===== src/rtl/cb_filter_pkg.sv =====
// Shared types and elaboration-time LCG helpers for the counting-Bloom-filter hash blocks.
package cb_filter_pkg;

  typedef struct packed {
    int unsigned PermuteSeed;
    int unsigned XorSeed;
  } cb_seed_t;

  localparam longint unsigned LcgA = 64'd2147483629;
  localparam longint unsigned LcgC = 64'd2147483587;
  localparam longint unsigned LcgM = 64'd2147483647;

  // Only ever evaluated in constant functions; the product fits in 64 bits for any 32-bit seed.
  function automatic longint unsigned lcg_next(input longint unsigned x);
    return (LcgA * x + LcgC) % LcgM;
  endfunction

endpackage


===== src/rtl/sub_per_hash.sv =====
// Combinational substitution-permutation hash core with folded output and one-hot decode.
module sub_per_hash
  import cb_filter_pkg::*;
#(
  parameter int unsigned InpWidth   = 11,
  parameter int unsigned HashWidth  = 5,
  parameter int unsigned NoRounds   = 1,
  parameter int unsigned PermuteKey = 299034753,
  parameter int unsigned XorKey     = 4094834
) (
  input  logic [InpWidth-1:0]      data_i,
  output logic [HashWidth-1:0]     hash_o,
  output logic [2**HashWidth-1:0]  hash_onehot_o
);

  localparam int unsigned IdxW = 32;
  localparam int unsigned RoundBits = InpWidth * IdxW;
  localparam cb_seed_t Seeds = '{PermuteSeed: PermuteKey, XorSeed: XorKey};

  // Each round restarts from the identity list while the LCG keeps running.
  function automatic logic [NoRounds*RoundBits-1:0] gen_perm(input int unsigned seed);
    logic [NoRounds*RoundBits-1:0] res;
    logic [RoundBits-1:0]          cur;
    logic [IdxW-1:0]               tmp;
    longint unsigned               x;
    int unsigned                   j;
    res = '0;
    x   = 64'(seed);
    for (int r = 0; r < int'(NoRounds); r++) begin
      for (int i = 0; i < int'(InpWidth); i++) begin
        cur[i*IdxW +: IdxW] = IdxW'(i);
      end
      for (int i = int'(InpWidth) - 1; i >= 1; i--) begin
        x   = lcg_next(x);
        j   = 32'(x % 64'(i + 1));
        tmp = cur[i*IdxW +: IdxW];
        cur[i*IdxW +: IdxW] = cur[j*IdxW +: IdxW];
        cur[j*IdxW +: IdxW] = tmp;
      end
      res[r*RoundBits +: RoundBits] = cur;
    end
    return res;
  endfunction

  function automatic logic [NoRounds*InpWidth-1:0] gen_xor(input int unsigned seed);
    logic [NoRounds*InpWidth-1:0] res;
    longint unsigned              x;
    res = '0;
    x   = 64'(seed);
    for (int r = 0; r < int'(NoRounds); r++) begin
      for (int i = 0; i < int'(InpWidth); i++) begin
        x = lcg_next(x);
        res[r*InpWidth + i] = x[0];
      end
    end
    return res;
  endfunction

  localparam logic [NoRounds*RoundBits-1:0] PermTab = gen_perm(Seeds.PermuteSeed);
  localparam logic [NoRounds*InpWidth-1:0]  XorTab  = gen_xor(Seeds.XorSeed);

  for (genvar r = 0; r < NoRounds; r++) begin : g_round
    logic [InpWidth-1:0] s_in, p, q, s_out;

    if (r == 0) begin : g_first
      assign s_in = data_i;
    end else begin : g_next
      assign s_in = g_round[r-1].s_out;
    end

    for (genvar i = 0; i < InpWidth; i++) begin : g_bit
      localparam int unsigned Src = PermTab[r*RoundBits + i*IdxW +: IdxW];
      assign p[i]     = s_in[Src];
      assign q[i]     = p[i] ^ XorTab[r*InpWidth + i];
      assign s_out[i] = q[i] ^ (~q[(i+1) % InpWidth] & q[(i+2) % InpWidth]);
    end
  end

  logic [InpWidth-1:0] state_final;
  assign state_final = g_round[NoRounds-1].s_out;

  always_comb begin
    hash_o = '0;
    for (int k = 0; k < int'(InpWidth); k++) begin
      hash_o[k % int'(HashWidth)] = hash_o[k % int'(HashWidth)] ^ state_final[k];
    end
  end

  always_comb begin
    hash_onehot_o         = '0;
    hash_onehot_o[hash_o] = 1'b1;
  end

endmodule


===== src/rtl/sub_per_hash_reg.sv =====
// Registered SP hash: one-cycle latency, outputs hold while valid_i is low.
module sub_per_hash_reg
  import cb_filter_pkg::*;
#(
  parameter int unsigned InpWidth   = 11,
  parameter int unsigned HashWidth  = 5,
  parameter int unsigned NoRounds   = 1,
  parameter int unsigned PermuteKey = 299034753,
  parameter int unsigned XorKey     = 4094834
) (
  input  logic                     clk_i,
  input  logic                     rst_ni,
  input  logic                     valid_i,
  input  logic [InpWidth-1:0]      data_i,
  output logic                     valid_o,
  output logic [HashWidth-1:0]     hash_o,
  output logic [2**HashWidth-1:0]  hash_onehot_o
);

  logic [HashWidth-1:0]    hash_c;
  logic [2**HashWidth-1:0] onehot_c;

  logic                    valid_d, valid_q;
  logic [HashWidth-1:0]    hash_d, hash_q;
  logic [2**HashWidth-1:0] onehot_d, onehot_q;

  sub_per_hash #(
    .InpWidth   (InpWidth),
    .HashWidth  (HashWidth),
    .NoRounds   (NoRounds),
    .PermuteKey (PermuteKey),
    .XorKey     (XorKey)
  ) u_core (
    .data_i        (data_i),
    .hash_o        (hash_c),
    .hash_onehot_o (onehot_c)
  );

  always_comb begin
    valid_d  = valid_i;
    hash_d   = valid_i ? hash_c   : hash_q;
    onehot_d = valid_i ? onehot_c : onehot_q;
  end

  always_ff @(posedge clk_i or negedge rst_ni) begin
    if (!rst_ni) begin
      valid_q  <= 1'b0;
      hash_q   <= '0;
      onehot_q <= '0;
    end else begin
      valid_q  <= valid_d;
      hash_q   <= hash_d;
      onehot_q <= onehot_d;
    end
  end

  assign valid_o       = valid_q;
  assign hash_o        = hash_q;
  assign hash_onehot_o = onehot_q;

endmodule


===== config.mk =====
export PLATFORM = sky130hd
export DESIGN_NAME = sub_per_hash_reg
export DESIGN_NICKNAME = d
export VERILOG_FILES = /design/src/rtl/cb_filter_pkg.sv /design/src/rtl/sub_per_hash.sv /design/src/rtl/sub_per_hash_reg.sv
export SDC_FILE = /design/constraint.sdc
export NUM_CORES = 1
export LEC_CHECK = 0
export CORE_MARGIN = 5
export CORE_UTILIZATION = 45
export CTS_BUF_LIST = sky130_fd_sc_hd__clkbuf_4
export CTS_CLUSTER_SIZE = 40
export DETAILED_ROUTE_END_ITERATION = 6
export PLACE_DENSITY_LB_ADDON = 0.15
export SETUP_SLACK_MARGIN = 0.2
export SYNTH_ARGS = -nofsm -noshare
export SYNTH_HDL_FRONTEND = slang
export SYNTH_SLANG_ARGS = --single-unit
export TNS_END_PERCENT = 10

===== constraint.sdc =====
create_clock -name clk_i -period 0.8 [get_ports clk_i]
set_input_delay 0.16 -clock clk_i [delete_from_list [all_inputs] [get_ports clk_i]]
set_output_delay 0.16 -clock clk_i [all_outputs]
set_load 0.05 [all_outputs]

==> flow_metrics.py <==
metrics = {
    "min_path": {
        "worstHoldEndpoint": "hash_onehot_o[5]",
        "hold_start": "valid_i",
        "min_path_cells": 3,
        "min_path_type": "in2reg",
    },
    "power_and_ir_drop": {
        "worst_ir_drop_vdd_v": 0.001883,
        "powerDensity_nw_per_um2": 1917,
        "total_power_w": 0.007504,
        "power.leakage_nw": 1.558,
    },
    "placement": {
        "dp.final_hpwl_um": 3756,
        "numPortBuffers": 51,
        "gp_congestion": 0.8456,
        "dp.cells": 264,
    },
    "layout": {
        "drive_gt1_share_pct": 64.49,
        "diodes": 0,
        "synthToLayoutAreaGrowth_pct": 101.8,
        "num-nets-final": 258,
        "finalNonFillerCells": 295,
    },
    "sta": {
        "relSlewSlack_pct": 75.22,
        "min_period_ns": 1.404,
        "setup_slack_ns": -0.6041,
        "finalHoldViolCount": 0,
        "rsz0062_at_grt": "yes",
        "setup_viol": 75,
        "fmax_mhz": 712.2,
        "tightestPinTransition_ns": 0.3698,
        "maxSlewViolCount": 0,
        "final.setup.tns_ns": -30.68,
        "fin_skew_ns": 0,
        "fin_crit_sh_pct": 175.5,
    },
    "clocking": {
        "cts.sinks": 38,
        "cts_max_level": 2,
        "cts_made_buffers": 5,
        "tritoncts": "built",
        "cts.path.max_buffers": 2,
        "path_clk_slew_ns": 0.14,
        "root_buffer": "clkbuf_4",
        "insertion_delay_ns": 0.34,
    },
    "synthesis": {
        "ys_seq_area_share_pct": 49.03,
        "syn_inst": 157,
        "mappedNetlistArea_sq_um": 1939,
        "syn_nets": 171,
        "synthDistinctLibCells": 23,
        "avgSynthCellArea_sq_um": 12.35,
        "yosys_warnings": 0,
        "yosys_register_bits": 38,
    },
    "critical_path": {
        "r2r_end": "hash_onehot_o[29]",
        "critPathLaunchType": "input port",
        "r2r-start": "hash_onehot_o[29]",
        "critPathCaptureType": "flop",
        "reg2reg_depth": 2,
        "path_class": "in2reg",
        "crit_slowest_cell": "xnor3_2",
        "max_stage_delay_ns": 0.37,
        "rrSetupSlack_ns": -0.04,
        "cp.arrival_ns": 1.66,
        "critPathMaxFanout": 4,
        "crit_chain": "buf_2 > xnor2_2 > xnor3_2 > nand4_1 > buf_6 > o32ai_4",
        "crit_required_ns": 1.05,
    },
    "grt": {
        "met2_usage_pct": 51.01,
        "grt_pass1_wl_um": 11810,
        "antenna_found_initial": 0,
        "grt_start_max_net_pins": 39,
        "grt_pass1_vias": 1972,
        "grt_usage_pct": 29.34,
        "overflow": 0,
        "met1_usage_pct": 35.32,
        "grt_util_met3_pct": 7.388,
        "busiest_layer": "met2",
    },
    "detailed_routing": {
        "vias_per_cell": 6.458,
        "routed-via-count": 1905,
        "drc_errors": 0,
        "wirelength_um": 9089,
        "initialDrtViolationCount": 105,
        "post_drt_wl_per_cell_um": 30.81,
        "ant_nets": 0,
        "first_pass_iters": 4,
    },
    "outcome": {
        "status": "finished with violations",
        "violations": "setup timing",
    },
    "die": {
        "die_w_um": 75.65,
        "dieArea_sq_um": 5723,
        "core_area_sq_um": 4086,
        "rows": 23,
        "io_pins": 52,
        "start_util_pct": 47.46,
        "die_h_um": 75.65,
    },
    "job": {
        "drv_cap": 0,
    },
}
-- cell type report --
cell class	count	area, sq um
Tap cell	50	62.56
Sequential cell	38	952.2
Multi-Input combinational cell	78	1341
Clock inverter	3	16.27
Inverter	32	120.1
Clock buffer	5	37.54
Fill cell	79	172.7
Timing Repair Buffer	89	1384
-- routing by layer --
metal	vias up	share of wire [%]	wire length [um]
li1	736	-	-
met1	972	36	3255
met2	152	50	4550
met3	45	7.8	709
met4	0	6.3	574
met5	-	0	0
-- metrics by stage --
step                util [%]  hold WS, ns  instance area [sq um]  setup WS, ns
finish                 95.77       0.2978                   3914       -0.6041
global route           95.77       0.3121                   3914       -0.5939
CTS                    91.52       0.2360                   3740       -0.3894
detailed placement     76.67       0.1378                   3133        -1.255
global placement       76.67       0.1339                   3133        -1.141
floorplan                  -      -0.1356                   2091       -0.4414
-- how the worst max path moves through the flow --
stage                     startpoint                 to  slack [ns]  depth (start not counted)
after floorplan            data_i[0]   hash_onehot_o[6]       -0.44                          4
after global placement     data_i[7]  hash_onehot_o[21]       -1.14                          5
after detailed placement   data_i[7]  hash_onehot_o[13]       -1.26                          5
after CTS                  data_i[1]   hash_onehot_o[7]       -0.39                          6
after global routing       data_i[9]  hash_onehot_o[27]       -0.59                          8
final                      data_i[6]  hash_onehot_o[14]       -0.60                          6
-- kinds of logic (layout without fill, tap and decap cells) --
kind of cell	after synthesis	in the layout	share of synthesized area, %
buffers and inverters	41	129	8.968
DFF	38	38	49.03
AOI/OAI and AO/OA	36	36	16.65
and+or+nand+nor	23	23	7.354
xor gates and xnor gates	18	18	17.42
muxes	1	1	0.5806
-- cell usage after synthesis --
library cell | n | area share (%)
and2b_4 | 2 | 1.0
and2b_1 | 2 | 0.77
a21oi_1 | 4 | 1.0
buf_2 | 1 | 0.26
dfrtp_1 | 38 | 49
inv_1 | 32 | 6.2
xnor3_1 | 3 | 3.5
clkbuf_1 | 5 | 0.97
nand4_1 | 7 | 2.3
buf_6 | 2 | 1.2
xnor2_2 | 8 | 6.7
xnor2_1 | 1 | 0.45
mux2_2 | 1 | 0.58
buf_4 | 1 | 0.39
nand2_1 | 1 | 0.19
nor2b_1 | 4 | 1.3
nand4_2 | 1 | 0.65
xor2_2 | 2 | 1.7
xnor2_4 | 1 | 1.4
o32ai_2 | 3 | 2.5
nor2_1 | 6 | 1.2
xor3_1 | 3 | 3.7
o32ai_1 | 29 | 13
-- power breakdown --
group	internal [W]	switching [W]
logic	0.00193	0.00220
registers	0.00209	0.000239
clock network	0.000328	0.000714
total	0.00435	0.00316
-- cell usage in the layout, fill, tap and decap left out, types with 5 or more instances in the layout --
cell / n
o32ai_2: 18
o32ai_4: 14
xnor2_4: 6
buf_6: 18
inv_1: 32
nand4_1: 7
buf_12: 46
buf_2: 6
buf_4: 13
dfrtp_1: 37
clkbuf_4: 5
-- worst max-delay path, delay by kind of cell --
kind / cells / cell delay [ns]
xor gates and xnor gates: 2 / 0.62
buffers and inverters: 2 / 0.38
AOI/OAI and AO/OA: 1 / 0.27
and+or+nand+nor: 1 / 0.23
-- sequential cells by signal (all words and copies together), names as in the netlist --
signal and flops:
hash_o 5, valid_o 1, hash_onehot_o 32
-- timing repair --
item,CTS,global route
hold buffers,1,0
gates resized for setup,115,16
pin swaps,37,7
setup buffers,16,2
gates cloned,3,1
setup endpoints to repair,75,75
hold endpoints to repair,38,0
No activity file was read; power rests on OpenSTA's default activity.
